--- src/rtl/out_port_pkg.sv ---
// Shared types and constants for the output port buffer.
// Holds the serializer state encoding, default depth and level width.
package out_port_pkg;

  typedef enum logic [1:0] {
    S_IDLE = 2'd0,
    S_LO   = 2'd1,
    S_HI   = 2'd2
  } state_t;

  localparam int DEF_DEPTH = 8;
  localparam int LVL_W     = 5;

endpackage

--- src/rtl/out_fifo.sv ---
// Word FIFO behind the output port serializer.
// Level counter resolves full/empty; a write on a full FIFO is kept if a pop frees a slot.
module out_fifo
  import out_port_pkg::*;
#(
  parameter int DEPTH = DEF_DEPTH
) (
  input  logic             clk,
  input  logic             rst,
  input  logic             wr,
  input  logic             pop,
  input  logic [15:0]      wr_data,
  output logic [15:0]      rd_data,
  output logic             full,
  output logic             empty,
  output logic [LVL_W-1:0] level,
  output logic             overflow
);

  localparam int PW = (DEPTH > 1) ? $clog2(DEPTH) : 1;

  logic [15:0]   mem [DEPTH];
  logic [PW-1:0] wp;
  logic [PW-1:0] rp;
  logic          rd;
  logic          acc;

  assign full    = (level == LVL_W'(DEPTH));
  assign empty   = (level == '0);
  assign rd      = pop && !empty;
  assign acc     = wr && (!full || rd);
  assign rd_data = mem[rp];

  always_ff @(posedge clk) begin
    if (acc) mem[wp] <= wr_data;
  end

  // Power-of-two depth lets the pointers wrap naturally.
  always_ff @(posedge clk or negedge rst) begin
    if (!rst) begin
      wp       <= '0;
      rp       <= '0;
      level    <= '0;
      overflow <= 1'b0;
    end else begin
      if (acc) wp <= wp + PW'(1);
      if (rd)  rp <= rp + PW'(1);
      if (acc && !rd)
        level <= level + LVL_W'(1);
      else if (rd && !acc)
        level <= level - LVL_W'(1);
      if (wr && !acc) overflow <= 1'b1;
    end
  end

endmodule

--- src/rtl/out_port_buffer.sv ---
// Output port buffer: 16-bit word FIFO feeding a low-byte-first serializer.
// Define OUT_PORT_BUFFER_CHGDET_EN to write on wr_data change instead of wr_en.
module out_port_buffer
  import out_port_pkg::*;
#(
  parameter int DEPTH = DEF_DEPTH
) (
  input  logic             clk,
  input  logic             rst,
  input  logic             wr_en,
  input  logic [15:0]      wr_data,
  output logic [7:0]       tx_data,
  output logic             tx_valid,
  input  logic             tx_ready,
  output logic             full,
  output logic             empty,
  output logic [LVL_W-1:0] level,
  output logic             overflow
);

  logic        we;
  logic        pop;
  logic [15:0] rd_data;
  logic [15:0] hold;
  state_t      state;

`ifdef OUT_PORT_BUFFER_CHGDET_EN
  logic [15:0] last;
  logic        unused_en;

  assign unused_en = wr_en;
  assign we        = (wr_data != last);

  always_ff @(posedge clk or negedge rst) begin
    if (!rst) last <= '0;
    else      last <= wr_data;
  end
`else
  assign we = wr_en;
`endif

  // Pop when the holding register is free or being vacated this edge.
  assign pop = !empty &&
               ((state == S_IDLE) ||
                ((state == S_HI) && tx_ready));

  out_fifo #(
    .DEPTH(DEPTH)
  ) u_fifo (
    .clk      (clk),
    .rst      (rst),
    .wr       (we),
    .pop      (pop),
    .wr_data  (wr_data),
    .rd_data  (rd_data),
    .full     (full),
    .empty    (empty),
    .level    (level),
    .overflow (overflow)
  );

  always_ff @(posedge clk or negedge rst) begin
    if (!rst) begin
      state    <= S_IDLE;
      hold     <= '0;
      tx_data  <= '0;
      tx_valid <= 1'b0;
    end else begin
      unique case (state)
        S_IDLE: begin
          if (!empty) begin
            hold     <= rd_data;
            tx_data  <= rd_data[7:0];
            tx_valid <= 1'b1;
            state    <= S_LO;
          end
        end
        S_LO: begin
          if (tx_ready) begin
            tx_data <= hold[15:8];
            state   <= S_HI;
          end
        end
        S_HI: begin
          if (tx_ready) begin
            if (!empty) begin
              hold    <= rd_data;
              tx_data <= rd_data[7:0];
              state   <= S_LO;
            end else begin
              tx_valid <= 1'b0;
              state    <= S_IDLE;
            end
          end
        end
        default: begin
          tx_valid <= 1'b0;
          state    <= S_IDLE;
        end
      endcase
    end
  end

endmodule

--- config.mk ---
export PLATFORM = sky130hd
export DESIGN_NAME = out_port_buffer
export DESIGN_NICKNAME = d
export VERILOG_FILES = /design/src/rtl/out_port_pkg.sv /design/src/rtl/out_fifo.sv /design/src/rtl/out_port_buffer.sv
export SDC_FILE = /design/constraint.sdc
export NUM_CORES = 1
export LEC_CHECK = 0
export ABC_AREA = 1
export ABC_CLOCK_PERIOD_IN_PS = 2100
export BUFFER_PORTS_ARGS = -buffer_cell sky130_fd_sc_hd__buf_4
export CAP_MARGIN = 10
export CORE_ASPECT_RATIO = 1.5
export CORE_MARGIN = 3
export CORE_UTILIZATION = 25
export DETAILED_ROUTE_END_ITERATION = 7
export PLACE_DENSITY_LB_ADDON = 0.15
export SETUP_SLACK_MARGIN = 0.02
export SYNTH_ARGS = -nofsm -noshare
export SYNTH_HDL_FRONTEND = slang
export SYNTH_SLANG_ARGS = --single-unit
--- constraint.sdc ---
create_clock -name clk -period 2.1 [get_ports clk]
set_clock_uncertainty 0.1 [all_clocks]
set_input_delay 0.42 -clock clk [delete_from_list [all_inputs] [get_ports clk]]
set_output_delay 0.42 -clock clk [all_outputs]
set_load 0.02 [all_outputs]
# Word level (Yosys, flattened, before mapping)
# Memory sizes are Yosys's and may differ from the RTL's.
# Index checks and enable logic that the tools add are counted.
classes:
  add_sub_neg: 4
  mux: 20
  eq_ne: 7
  reduce_logical: 22
  n_bitwise: 1
ops:
  columns: ["cell", "n"]
  rows:
  - ["$mux 16", 2]
  - ["$pmux 16 s2", 1]
  - ["$mux 8", 3]
  - ["$pmux 8 s3", 1]
  - ["$mux 5", 2]
  - ["$ne 2x2->1 const B", 4]
  - ["$logic_and 1x1->1", 7]
  - ["$add 3x1->3 const B", 2]
  - ["$mux 1", 6]
  - ["$mux 2", 3]
  - ["$pmux 2 s3", 1]
  - ["$reduce_and 3->1", 2]
  - ["$add 5x1->5 const B", 1]
  - ["$eq 5x4->1 const B", 1]
  - ["$logic_not 5->1", 1]
  - ["$sub 5x1->5 const B", 1]
  - ["$logic_not 1->1", 4]
  - ["$reduce_and 4->1", 1]
  - ["$reduce_bool 2->1", 2]
  - ["$pmux 1 s3", 1]
  - ["$reduce_bool 3->1", 1]
  - ["$eq 2x1->1 const B", 1]
  - ["$eq 2x2->1 const B", 1]
  - ["$logic_not 2->1", 1]
  - ["other kinds (3)", 4]
totals:
  memories: 1
  regBits: 39
  elab_cells: 63
  ramBits: 128
  out_inout_bits: 17
mem_list:
  columns: ["name", "depth", "width", "rd", "rd_ports_with_merged_regs", "write_ports", "line", "rtl"]
  rows:
  - ["u_fifo.mem", 8, 16, 1, 0, 1, "out_fifo.sv:22", "logic [15:0] mem [DEPTH];"]

# Logic depth before layout (Yosys ltp)
depth:
  word_depth: 11
  ltp_mapped: 14

# Cells and area by module
# Synthesis repeated with hierarchy kept, for this count alone.
hier_totals:
  hier_cells: 651
  hier_area_um2: 6811.5
modules_own_cells:
  columns: ["mod", "instances", "cells_each", "area_each_um2"]
  rows:
  - ["out_fifo", 1, 537, 5913.2]
  - ["out_port_buffer", 1, 114, 898.4]

# Worst setup path before layout
# OpenSTA, ideal clock, no wires.
synth_path:
  path_kind: "flip-flop to flip-flop"
  startpoint: "register u_fifo.level[0]"
  endpoint: "memory u_fifo.mem[0][0], enable pin"
  setup_slack_ns: -0.298
  path_buffers: 0
  stages_incl_launch_ff: 6
  arrival_time_ns: 1.910
  setup_ns: 0.388
  cell_sequence: "dfrtp_1 -> nor2_1 -> and3_1 -> a21oi_4 -> nand2_1 -> nor2_1"
synth_lines:
  columns: ["element", "line", "rtl"]
  rows:
  - ["start, declared", "out_fifo.sv:16", "output logic [LVL_W-1:0] level,"]
  - ["start signal, assigned", "out_fifo.sv:49", "level <= level + LVL_W'(1);"]
  - ["start signal, assigned", "out_fifo.sv:51", "level <= level - LVL_W'(1);"]
  - ["$eq 5x4->1", "out_fifo.sv:28", "assign full = (level == LVL_W'(DEPTH));"]
  - ["named net full", "out_port_buffer.sv:15", "output logic full,"]
  - ["$logic_not 1->1", "out_fifo.sv:31", "assign acc = wr && (!full || rd);"]
  - ["$logic_or 1x1->1", "out_fifo.sv:31", null]
  - ["$logic_and 1x1->1", "out_fifo.sv:31", null]
  - ["named net u_fifo.acc", "out_fifo.sv:26", "logic acc;"]
  - ["$mux 1", "out_fifo.sv:35", "if (acc) mem[wp] <= wr_data;"]
  - ["$mux 1 (not written as such)", "out_fifo.sv:35", null]
  - ["end, declared", "out_fifo.sv:22", null]
# The timed path passes the listed nets, and every way through them passes these cells.

# Worst setup path after layout
layout_path:
  startpoint: "register u_fifo.level[0]"
  endpoint: "register u_fifo.level[4]"
layout_between:
  elab_chain_cells: 9
layout_lines:
  columns: ["element", "line", "rtl"]
  rows:
  - ["$logic_not 5->1", "out_fifo.sv:29", "assign empty = (level == '0);"]
  - ["$logic_not 1->1", "out_fifo.sv:30, out_port_buffer.sv:43", null]
  - ["$logic_and 1x1->1", "out_port_buffer.sv:43", "assign pop = !empty &&"]
  - ["$logic_and 1x1->1", "out_fifo.sv:30", "assign rd = pop && !empty;"]
  - ["$logic_or 1x1->1 (*)", "out_fifo.sv:31", null]
  - ["$logic_and 1x1->1 (*)", "out_fifo.sv:31", null]
  - ["named net u_fifo.acc", "out_fifo.sv:26", null]
  - ["$logic_not 1->1", "out_fifo.sv:50", "else if (rd && !acc)"]
  - ["$logic_and 1x1->1", "out_fifo.sv:50", null]
  - ["$reduce_bool 2->1 (no line)", null, null]
# Mark *: on every way through the listed nets, which the timed path passes. The rest lies on a longest branch. The select of a mux whose other input is x is not followed.
# A chain may end at the register's enable or synchronous reset.

==> run summary <==
Clock network power share: 25.3%
Worst Reg2Reg Path Length in Cells: 13
Overflow after GRT: 0
Total global-route track usage: 12.1%
Number of synthesized flops with an enable pin: 128
Comb pwr share: 38.9%
# DRC: 0
Arr. time, crit path: 2300 ps
Period utilization: 96.9%
Sw Share: 37.3%
DR iter-0 viols: 308
Sequential fraction of the synthesis area: 69.8%
Total wire length: 16500 um
DP HPWL: 10100 um
Max Cap Violations: 0
# IOs: 37
Relative slew slack: 58.8%
Switching power: 4.57 mW
Hold Path Sink: u_fifo.mem[2][7]
Leakage power: 3.12 nW
Routed len/inst: 16.8 um
Place WS: -109 ps
Initial antenna violation count: 0
Mean Syn Cell Area: 11.5 um^2
Detailed Routing Iterations Pass 1: 4
Outcome: finished clean
Mapped Cells: 576
Register share of total power: 35.8%
Yosys reg bits: 159
Worst skew pair latency: 420 ps
Fin nets: 666
Area of placed instances: 7530 um^2
Post-route antenna net violation count: 0
Most frequent cells in the layout: nand2_1, edfxtp_1, nand3_1
Cell taking the most area after synthesis: edfxtp_1
Final Critical Period: 2040 ps
Pint: 7.68 mW
Layout area overhead: 23.7%
Unique masters post-synth: 30
Die area: 28500 um^2
CP Class: flip-flop to flip-flop
Reg2Reg Setup Slack: 60 ps
Worst Hold Class: input pin to flip-flop
Initial Utilization: 25.5%
Post-synth ARST share: 19.5%
Row count: 72
Syn Std Cell Area: 6620 um^2
Hold Crit Depth: 1
Setup violations, final: 0
Vias per cell: 4.44
Mapped Nets: 604
Chip Width: 139 um
Max Transition Viols Final: 0
Number of diodes: 0
Vias in the first global route: 4564
Clock buffer count from CTS: 17
Share of cells above drive strength 1: 19.8%
Ys flop type: edfxtp_1
Worst Path Required: 2360 ps
Most common cell after layout, fill and taps aside: nand2_1
Max VDD drop: 669 uV
Worst slew pin tran: 617 ps
Global-route wire length before repair: 26200 um
Crit. End Element: flip-flop
CTS clk-pin slew, worst paths: 60 ps
Setup_tns: 0 ps
Num Clock Sinks: 159
Final GP Congestion: 0.742
Worst R2R End: u_fifo.level[4]
Final instance area: 8190 um^2
Dominant cells by area after synthesis: edfxtp_1, dfrtp_1, nand2_1, nand3_1, nor2_1
Synth warn: 0
Maximum clock rate: 491 MHz
Area fraction of the dominant cell type after synthesis: 58.1%
Critical register-to-register path startpoint: u_fifo.level[0]
Area occupied by multi-input gates: 1780 um^2
Crit path max fanout: 3
Worst Slack Setup Final: 64.5 ps
Final Hold Viols: 0
FF/Latch Area: 4630 um^2
Hold_sp: wr_data[7]
Chip height: 205 um
Largest net degree at the start of global routing: 50
Pwr Total: 12.2 mW
CORE AREA: 25900 um^2
Startpoint types: flip-flop
Port bufs: 36
Unrepaired setup endpoints after global routing: true
DR vias: 4366
Fillers: 2642
CTS root buf: clkbuf_16
H-tree depth: 4
CTS max path bufs: 2
P per Cell Area: 1500 nW/um^2
CTS tree: yes
==> cell type report <==
type                            count  share of cell area (%)
Clock buffer                       22                    5.55
Clock inverter                     10                    1.70
Inverter                           34                    1.56
Multi-Input combinational cell    356                    21.7
Sequential cell                   159                    56.5
Tap cell                          333                    5.09
Timing Repair Buffer               70                    7.87
==> routing by layer <==
layer,routed length [um],global-route usage (%),part of all wire [%],up-vias
met3,676,2.49,4.1,28
met4,506,5.38,3.1,0
met5,0,0,0,-
met1,6790,14.0,41,2136
met2,8580,21.6,52,106
li1,-,-,-,2096
==> metrics by stage <==
| step | util (%) | instances | hold slack [ps] |
|---|---|---|---|
| floorplan | - | 576 | 24.4 |
| global placement | 29.0 | 947 | 286 |
| detailed placement | 29.0 | 947 | 288 |
| CTS | 31.4 | 980 | 107 |
| global route | 31.5 | 984 | 109 |
| finish | 31.5 | 984 | 129 |
==> logic make-up (layout without fill, tap and decap cells) <==
family / count (synthesis) / after routing / share of synthesized area (%)
compound gates: 64 / 64 / 5.82
xor+xnor: 7 / 7 / 0.927
fa+ha+maj: 8 / 8 / 1.63
buf+inv: 61 / 136 / 4.50
flops: 159 / 159 / 69.8
simple gates: 277 / 277 / 17.3
==> registers in the layout (all words and copies together) (netlist names) <==
register and count:
u_fifo.mem 128, u_fifo.rp 3, u_fifo.overflow 1, u_fifo.wp 3, tx_data 8, hold 8, state 2, u_fifo.level 5
tx_valid 1
==> synth_stat cells (5+ instances only) <==
library cell / count
o211ai_1: 16
dfrtp_1: 31
o21ai_0: 38
edfxtp_1: 128
nor2_1: 73
nand2_1: 132
ha_1: 7
buf_6: 5
nand3_1: 67
clkbuf_1: 5
inv_1: 30
buf_2: 13
==> power by group through the flow <==
stage	combinational [mW]	clock, mW	sequential, mW
5_1_grt	5.42	3.33	4.45
3_5_place_dp	4.80	0	4.44
6_report	4.76	3.10	4.38
3_3_place_gp	4.78	0	4.43
4_1_cts	4.83	3.19	4.38
2_1_floorplan	2.97	0	4.56
==> critical path: stages (launching register included) <==
cell and delay, ps:
dfrtp_2 420, nor2_4 130, and3_4 210, a21oi_4 70
ha_4 180, fa_2 370, inv_2 60, nand2_1 40
nand2_1 50, nand2_1 60, a21o_1 150, nand2_1 50
nand2_1 50, nand2_1 50
==> worst max path at each step <==
stage,startpoint,endpoint,slack (ps)
2_1_floorplan,u_fifo.level[2],u_fifo.level[3],5
3_3_place_gp,tx_ready,u_fifo.level[4],-80
3_5_place_dp,tx_ready,u_fifo.level[3],-110
4_1_cts,u_fifo.level[1],u_fifo.level[4],40
5_1_grt,u_fifo.level[0],u_fifo.level[3],-90
6_report,u_fifo.level[0],u_fifo.level[4],60
==> repair_timing <==
item / in CTS / in global routing
endpoints found under the hold margin: 31 / 0
pin swaps: 0 / 4
hold buffers: 1 / 0
setup buffers: 0 / 4
cloned: 0 / 0
gates resized for setup: 1 / 7
setup endpoints to repair: 1 / 3
Power figures use the tool's default switching activity.
